[config.mk]
export PLATFORM = sky130hd
export DESIGN_NAME = mc_sequencer_flat
export DESIGN_NICKNAME = d
export VERILOG_FILES = /design/src/rtl/seq_pkg.sv /design/src/rtl/mc_sequencer_if.sv /design/src/rtl/seq_timeout_ctr.sv /design/src/rtl/mc_sequencer.sv /design/src/flat_wrapper.sv
export SDC_FILE = /design/constraint.sdc
export NUM_CORES = 1
export LEC_CHECK = 0
export ABC_AREA = 0
export CORE_MARGIN = 2
export CORE_UTILIZATION = 45
export CTS_CLUSTER_DIAMETER = 30
export DETAILED_ROUTE_END_ITERATION = 10
export MAX_ROUTING_LAYER = met4
export PLACE_DENSITY = 0.79
export RECOVER_POWER = 25
export SLEW_MARGIN = 0
export SYNTH_ARGS = -nofsm -noshare
export SYNTH_HDL_FRONTEND = slang
export SYNTH_HIERARCHICAL = 1
export SYNTH_SLANG_ARGS = --single-unit
[constraint.sdc]
create_clock -name clk -period 2.1 [get_ports clk]
set_input_delay 0.315 -clock clk [delete_from_list [all_inputs] [get_ports clk]]
set_output_delay 0.315 -clock clk [all_outputs]
set_load 0.05 [all_outputs]
[src/rtl/seq_pkg.sv]
// Shared types for the multi-cycle RV32I sequencer.
// Contains the 3-bit state encoding and the branch-type codes that select the PC target.
package seq_pkg;

  typedef enum logic [2:0] {
    ST_IDLE   = 3'd0,
    ST_FETCH  = 3'd1,
    ST_DECODE = 3'd2,
    ST_EXEC   = 3'd3,
    ST_MEM    = 3'd4,
    ST_WB     = 3'd5,
    ST_ERR    = 3'd6
  } seq_state_e;

  localparam logic [2:0] BR_NONE = 3'b000;
  localparam logic [2:0] BR_JUMP = 3'b111;

  // Jumps always redirect; conditional branches redirect only when the compare says taken.
  function automatic logic pc_target_sel(input logic [2:0] br_type, input logic br_taken);
    return (br_type == BR_JUMP) || ((br_type != BR_NONE) && br_taken);
  endfunction

endpackage

[src/rtl/mc_sequencer_if.sv]
// Request/ready handshake between the sequencer (master) and the shared
// instruction/data memory (slave).
interface mc_sequencer_if;

  logic mem_req;
  logic mem_we;
  logic mem_is_fetch;
  logic mem_ready;

  modport master (
    output mem_req,
    output mem_we,
    output mem_is_fetch,
    input  mem_ready
  );

  modport slave (
    input  mem_req,
    input  mem_we,
    input  mem_is_fetch,
    output mem_ready
  );

endinterface

[src/rtl/seq_timeout_ctr.sv]
// Memory wait-cycle counter: cleared on entry to a memory state, flags expiry on the
// MEM_TIMEOUT-th consecutive wait cycle so the sequencer can trap the next clock.
module seq_timeout_ctr #(
  parameter int MEM_TIMEOUT = 16
) (
  input  logic clk,
  input  logic rst_n,
  input  logic clear_i,
  input  logic cnt_en_i,
  output logic expired_o
);

  localparam int CntW = $clog2(MEM_TIMEOUT + 1);
  localparam logic [CntW-1:0] LastCnt = CntW'(MEM_TIMEOUT - 1);

  logic [CntW-1:0] cnt_q;
  logic [CntW-1:0] cnt_d;

  always_comb begin
    cnt_d = cnt_q;
    if (clear_i) begin
      cnt_d = '0;
    end else if (cnt_en_i) begin
      cnt_d = cnt_q + 1'b1;
    end
  end

  always_ff @(posedge clk or negedge rst_n) begin
    if (!rst_n) begin
      cnt_q <= '0;
    end else begin
      cnt_q <= cnt_d;
    end
  end

  // Expiry must not depend on clear_i: clear is derived from the next state, which uses this flag.
  assign expired_o = cnt_en_i && (cnt_q == LastCnt);

endmodule

[src/rtl/mc_sequencer.sv]
// Multi-cycle FETCH/DECODE/EXEC/MEM/WB sequencer for the RV32I datapath.
// Define SEQ_TIMEOUT_EN to bound each memory wait by MEM_TIMEOUT and trap into ERR on expiry.
module mc_sequencer
  import seq_pkg::*;
#(
  parameter int CNT_W       = 32,
  parameter int MEM_TIMEOUT = 16
) (
  input  logic              clk,
  input  logic              rst_n,
  input  logic              start,
  input  logic              reg_wr_i,
  input  logic              rd_en_i,
  input  logic              wr_en_i,
  input  logic [2:0]        br_type_i,
  input  logic              br_taken_i,
  mc_sequencer_if.master    mem,
  output logic              ir_en,
  output logic              pc_en,
  output logic              pc_sel,
  output logic              rf_we,
  output logic              retire,
  output logic              busy,
  output logic              err,
  output logic [2:0]        state_o,
  output logic [CNT_W-1:0]  instret
);

  seq_state_e       state_q;
  seq_state_e       state_d;
  logic [CNT_W-1:0] instret_q;
  logic [CNT_W-1:0] instret_d;
  logic             waitExpired;
  logic             memReq;
  logic             memWe;
  logic             memIsFetch;

  always_ff @(posedge clk or negedge rst_n) begin
    if (!rst_n) begin
      state_q   <= ST_IDLE;
      instret_q <= '0;
    end else begin
      state_q   <= state_d;
      instret_q <= instret_d;
    end
  end

  always_comb begin
    state_d = state_q;
    case (state_q)
      ST_IDLE: begin
        if (start) state_d = ST_FETCH;
      end
      ST_FETCH: begin
        if (mem.mem_ready)    state_d = ST_DECODE;
        else if (waitExpired) state_d = ST_ERR;
      end
      ST_DECODE: state_d = ST_EXEC;
      ST_EXEC:   state_d = (rd_en_i || wr_en_i) ? ST_MEM : ST_WB;
      ST_MEM: begin
        // A completed store retires straight from MEM; a load still needs its WB cycle.
        if (mem.mem_ready)    state_d = wr_en_i ? (start ? ST_FETCH : ST_IDLE) : ST_WB;
        else if (waitExpired) state_d = ST_ERR;
      end
      ST_WB:   state_d = start ? ST_FETCH : ST_IDLE;
      ST_ERR:  state_d = ST_ERR;
      default: state_d = ST_IDLE;
    endcase
  end

  always_comb begin
    memReq     = 1'b0;
    memWe      = 1'b0;
    memIsFetch = 1'b0;
    ir_en      = 1'b0;
    pc_en      = 1'b0;
    pc_sel     = 1'b0;
    rf_we      = 1'b0;
    retire     = 1'b0;
    case (state_q)
      ST_FETCH: begin
        memReq     = 1'b1;
        memIsFetch = 1'b1;
        ir_en      = mem.mem_ready;
      end
      ST_MEM: begin
        memReq = 1'b1;
        memWe  = wr_en_i;
        if (mem.mem_ready && wr_en_i) begin
          pc_en  = 1'b1;
          retire = 1'b1;
        end
      end
      ST_WB: begin
        rf_we  = reg_wr_i;
        pc_en  = 1'b1;
        pc_sel = pc_target_sel(br_type_i, br_taken_i);
        retire = 1'b1;
      end
      default: ;
    endcase
  end

  assign instret_d = retire ? instret_q + 1'b1 : instret_q;

  assign mem.mem_req      = memReq;
  assign mem.mem_we       = memWe;
  assign mem.mem_is_fetch = memIsFetch;
  assign busy             = (state_q != ST_IDLE);
  assign state_o          = state_q;
  assign instret          = instret_q;

`ifdef SEQ_TIMEOUT_EN
  logic waitClear;

  // Any state change restarts the count, so every FETCH/MEM visit gets a fresh budget.
  assign waitClear = (state_d != state_q);

  seq_timeout_ctr #(
    .MEM_TIMEOUT (MEM_TIMEOUT)
  ) u_timeout (
    .clk       (clk),
    .rst_n     (rst_n),
    .clear_i   (waitClear),
    .cnt_en_i  (memReq && !mem.mem_ready),
    .expired_o (waitExpired)
  );

  assign err = (state_q == ST_ERR);
`else
  logic unused_timeout_cfg;

  assign unused_timeout_cfg = (MEM_TIMEOUT > 0);
  assign waitExpired        = 1'b0;
  assign err                = 1'b0;
`endif

endmodule
[src/flat_wrapper.sv]
// flat-port wrapper written by rule: the top's interface ports become plain ports
module mc_sequencer_flat import seq_pkg::*;
#(
  parameter int CNT_W       = 32,
  parameter int MEM_TIMEOUT = 16
)
  (clk, rst_n, start, reg_wr_i, rd_en_i, wr_en_i, br_type_i, br_taken_i, ir_en, pc_en, pc_sel, rf_we, retire, busy, err, state_o, instret, mem_mem_req, mem_mem_we, mem_mem_is_fetch, mem_mem_ready);
  mc_sequencer_if mem_i ();
  input  logic clk;
  input  logic rst_n;
  input  logic start;
  input  logic reg_wr_i;
  input  logic rd_en_i;
  input  logic wr_en_i;
  input  logic [2:0] br_type_i;
  input  logic br_taken_i;
  output logic ir_en;
  output logic pc_en;
  output logic pc_sel;
  output logic rf_we;
  output logic retire;
  output logic busy;
  output logic err;
  output logic [2:0] state_o;
  output logic [CNT_W-1:0] instret;
  output wire logic [$bits(mem_i.mem_req)-1:0] mem_mem_req;
  output wire logic [$bits(mem_i.mem_we)-1:0] mem_mem_we;
  output wire logic [$bits(mem_i.mem_is_fetch)-1:0] mem_mem_is_fetch;
  input wire logic [$bits(mem_i.mem_ready)-1:0] mem_mem_ready;
  assign mem_mem_req = mem_i.mem_req;
  assign mem_mem_we = mem_i.mem_we;
  assign mem_mem_is_fetch = mem_i.mem_is_fetch;
  assign mem_i.mem_ready = mem_mem_ready;
  mc_sequencer #(.CNT_W(CNT_W), .MEM_TIMEOUT(MEM_TIMEOUT)) u_core (.clk(clk), .rst_n(rst_n), .start(start), .reg_wr_i(reg_wr_i), .rd_en_i(rd_en_i), .wr_en_i(wr_en_i), .br_type_i(br_type_i), .br_taken_i(br_taken_i), .mem(mem_i), .ir_en(ir_en), .pc_en(pc_en), .pc_sel(pc_sel), .rf_we(rf_we), .retire(retire), .busy(busy), .err(err), .state_o(state_o), .instret(instret));
endmodule
# --- Word level (Yosys, flattened, before mapping) ---
# Index checks and enable logic that the tools add are counted.
classes:
  bitwise: 0
  n_eq_ne: 10
  n_mux: 15
  n_shift: 0
  div: 0
  reduce_logical: 9
  n_mul: 0
  add_sub_neg: 1
  order_cmp: 0
op_table:
  columns: ["operator", "n"]
  rows:
  - ["32-bit by 1-bit adder with 32-bit output (second input constant)", 1]
  - ["3-bit case mux with 7 select lines", 1]
  - ["3-bit == test (second input constant)", 4]
  - ["3-bit two-way mux", 4]
  - ["1-bit two-way mux", 9]
  - ["3-bit by 2-bit == test with 1-bit output (second input constant)", 2]
  - ["2-bit != test (second input constant)", 3]
  - ["3-bit nonzero test", 2]
  - ["3-bit by 1-bit == test with 1-bit output (second input constant)", 1]
  - ["3-bit zero test", 1]
  - ["3-bit AND reduction", 1]
  - ["1-bit logical AND", 2]
  - ["1-bit logical OR", 2]
  - ["1-bit case mux with 2 select lines", 1]
  - ["2-bit OR reduction", 1]
totals:
  register_bits: 35
  latchBits: 0
  mem_bits_rw: 0
  mem_bits_ro: 0
  in_bits: 11
  n_memories: 0
  wordCells: 37

# --- Depth between registers and ports, before layout ---
depth:
  ltp_word: 4
  mapped_depth: 6
  mapped_depth_nobuf: 6

# --- Worst setup path before layout ---
# OpenSTA, ideal clock, no wires.
synth_path:
  path_type: "reg-to-output"
  from: "register u_core.state_q[1], in the netlist u_core/state_o[1]"
  to: "output port retire"
  arrival_ps: 2240
  path_buffers: 2
  slack_ps: -455
  path_stages_with_launch: 5
  path_cell_list: "dfrtp_1 -> clkbuf_1 -> nor2b_1 -> nor2b_1 -> buf_4"
synth_between:
  elab_chain_cells: 2
  word_cells_on_any_way: 3
  cone_classes: "2 x eq/ne; 1 x mux"
synth_lines:
  columns: ["item", "line_no", "text"]
  rows:
  - ["start, declared", "mc_sequencer.sv:29", "seq_state_e state_q;"]
  - ["start signal, assigned", "mc_sequencer.sv:43", "state_q <= state_d;"]
  - ["3-bit == test", null, null]
  - ["1-bit case mux with 2 select lines (*)", null, null]
  - ["end, declared", "flat_wrapper.sv:21", "output logic retire;"]
# Every way passes the cells marked *; elsewhere a longest branch is shown, timed or not.

# --- Worst setup path in the final report ---
layout_path:
  from: "register u_core.state_q[0], in the netlist u_core/state_o[0]"
  to: "output port state_o[0]"
layout_rtl:
  columns: ["item", "line_no", "text"]
  rows:
  - ["end, declared", "flat_wrapper.sv:24", "output logic [2:0] state_o;"]
# No word-level cell between the ends.

==> results.md <==
* Status: completed
* Slowest-stage cell, CP: clkdlybuf4s50_1
* Post-synth EDFFs at 0
* Tot GR Track Use at 0.187
* Max-slew headroom at 0.447
* Met2 usage at 0.303
* Most used routing layer: met2
* Synth unique cells at 37
* Fin. Hold Viols at 0
* Final nets at ~240
* Pre-CTS setup slack at about 0.094 ns
* Clk sinks at 35
* Max_cap viols at 0
* Number of setup buffers added after CTS at 0
* Worst-path fanout max at 16
* Met3 usage at 0.0456
* Met1 Use GR at 0.229
* Cts repair resizes at 0
* Most used DFF post-synth: dfrtp_1
* Non-filler cells, final at 275
* FF+latch count, synth at 35
* Initial antenna violation count at 0
* CTS hold repair buffers at 0
* Gate Count Post-Synth at between 150 and 200
* Number of fill cells at between 200 and 300
* Max Root-Sink Buffers at 2
* Core ar. at approximately 3700 um^2
* CP startpoint kind: flop
* Setup crit end kind: primary output
* Layout cells sized above 1 at 0.181
* Max IR drop VDD at roughly 1.3 mV
* TritonCTS buffer count at 5
* Compound-cell area share of the yosys netlist at 0.0392
* Overall Power at 2.47 mW
* TNS Setup at 0 ns
* Clk_lat worst skew at ~0.28 ns
* Synth cell count leaders: dfrtp_1, xnor2_1, nand2_1
* Root Buffer: clkbuf_8
* Max-slew violations at 0
* Post-DP HPWL at roughly 2700 um
* WL/cell at between 10 and 15 um
* DRC Markers at 0
* ANT cells at 0
* Clock Skew at ~0.0052 ns
* Mux share of post-synthesis cell area at 0.00641
* XOR/XNOR Fraction of Synth Area at 0.160
* Row count at 22
* Clock-pin slew of the registers on the worst-case setup and hold paths at around 0.060 ns
* ANT nets after route at 0
* H-tree levels at 2
* Syn_nets at between 150 and 200
* Adder-Cell Fraction of Synth Area at 0.00713
* RSZ-0062 raised after global routing: no
* Ys Warns at 6
* Post-placement cell count at 268
* Number of global-route vias before repair at around 1400
* Top-area cell type share of the netlist area at 0.499
* Worst path cell trace: clkdlybuf4s50_1
* Initial core utilization at 0.472
* Tcrit/Tclk final at 0.940
* PD cells at just under 1000 nW/um^2
* CTS tree: built
* HP Class: reg -> reg
* Data required, critical path at between 1.5 and 2 ns
* Worst path bufs/invs at 1
* Final setup viols at 0
* Max stage delay on crit path at 0.86 ns
* Worst Setup Slack, final at about 0.13 ns
* Leak Pwr at between 1 and 1.5 nW
* Post-synthesis instance area at ~1800 um^2
* Top post-synthesis cells by area: dfrtp_1, xnor2_1, xor2_1
* Vias per cell at 5.03
* Global-route wire length before repair at between 6000 and 7000 um
* Slew @ Worst Pin at 0.830 ns
* Drt pass-1 iters at 4
* Largest family of logic cells by synthesized area: simple AND/OR/NAND/NOR gates
* 1st-iter DRT viols at 73
* Die area at 4420 um^2
* RD Place Congestion at around 0.75
* Die width at 66.5 um
* Tmin final at roughly 2.0 ns
* I/O Pins at 56
* Syn avg cell area at roughly 11 um^2
* Post-Synth Simple-Gate Area at 0.263
* DR vias at between 1000 and 1500
* Congestion Overflow GR at 0
* CP Data Arrival Time at about 1.7 ns
* Crit path max-delay family: buffers and inverters
* WL final at around 3600 um
* Cell with the most instances after synthesis: dfrtp_1
* Area leader, netlist: dfrtp_1
* PortBufs at 54
* Largest net degree at the start of global routing at 36
* Fmax achieved at 507 MHz
* Die Height at between 60 and 70 um
* Synth async-reset ratio at 1.00
* Crit Path Class: reg -> out
* Synth-to-Final Area Change at 44.2%
* Seq/Total Area, Yosys at 0.499
state kept, by name, summed over array words and instances (netlist names):
| signal | flops |
|---|---|
| u_core/instret | 32 |
| u_core/state_o | 3 |
cell type report:
type                            instances  area, um^2  area share
Clock buffer                            7        76.3      0.0302
Sequential cell                        35         883       0.349
Inverter                                4        15.0     0.00593
Tap cell                               48        60.1      0.0237
Multi-Input combinational cell        119         846       0.334
Timing Repair Buffer                   62         651       0.257
path summary, 6_finish.rpt:
check / start / to / slack, ns / cells after the start
worst min register to register: u_core/instret[31] / u_core/instret[31] / 0.48 / 1
worst min-delay path: u_core/instret[31] / u_core/instret[31] / 0.48 / 1
max in group asynchronous: rst_n / u_core/instret[11] / 0.86 / 2
min in group asynchronous: rst_n / u_core/instret[16] / 0.66 / 2
worst max-delay path: u_core/state_o[0] / state_o[0] / 0.13 / 1
worst max register to register: u_core/instret[6] / u_core/instret[27] / 0.25 / 5
where the power goes:
group	internal (mW)	switching [mW]	total, mW
clock network	0.228	0.206	0.434
logic	0.436	0.727	1.16
registers	0.750	0.122	0.872
total	1.41	1.06	2.47
cell usage in the layout (no fill, tap or decap), drive strengths merged:
cell / synthesis / layout
xnor2: 20 / 20
dfrtp: 35 / 35
mux2: 1 / 1
or3: 3 / 3
o21ai: 4 / 4
a21oi: 4 / 4
nor2: 8 / 8
xor2: 12 / 12
ha: 1 / 1
and4: 3 / 3
clkdlybuf4s50: 0 / 44
or2: 1 / 1
o211ai: 1 / 1
clkbuf: 3 / 8
nand3b: 1 / 1
nor3: 5 / 5
or3b: 1 / 1
nand2: 14 / 14
nand4: 7 / 7
nor4: 4 / 4
conb: 1 / 1
nand4bb: 1 / 1
and2: 2 / 2
and3: 11 / 11
nor2b: 2 / 2
a31oi: 1 / 1
inv: 4 / 4
nor4bb: 1 / 1
and2b: 1 / 1
buf: 2 / 16
dlygate4sd3: 0 / 1
nand3: 7 / 7
o21bai: 2 / 2
per-layer routing:
layer | part of all wire | vias to the layer above
li1 | - | 687
met1 | 0.46 | 648
met2 | 0.47 | 43
met3 | 0.050 | 5
met4 | 0.018 | 0
met5 | 0 | -
logic make-up after synthesis:
| family | after synthesis |
|---|---|
| fa+ha+maj | 1 |
| simple gates | 72 |
| buf+inv | 9 |
| other cells | 1 |
| xor+xnor | 32 |
| mux | 1 |
| compound gates | 12 |
| flops | 35 |
per-stage QoR:
stage          hold WS (ns)  cell area [um^2]   util
3_5_place_dp          0.470              2460  0.661
4_1_cts               0.454              2530  0.682
3_3_place_gp          0.474              2460  0.661
6_report              0.479              2530  0.681
2_1_floorplan        0.0194              1770      -
5_1_grt               0.490              2530  0.681
Note: power is estimated with default switching activity, not from simulation.
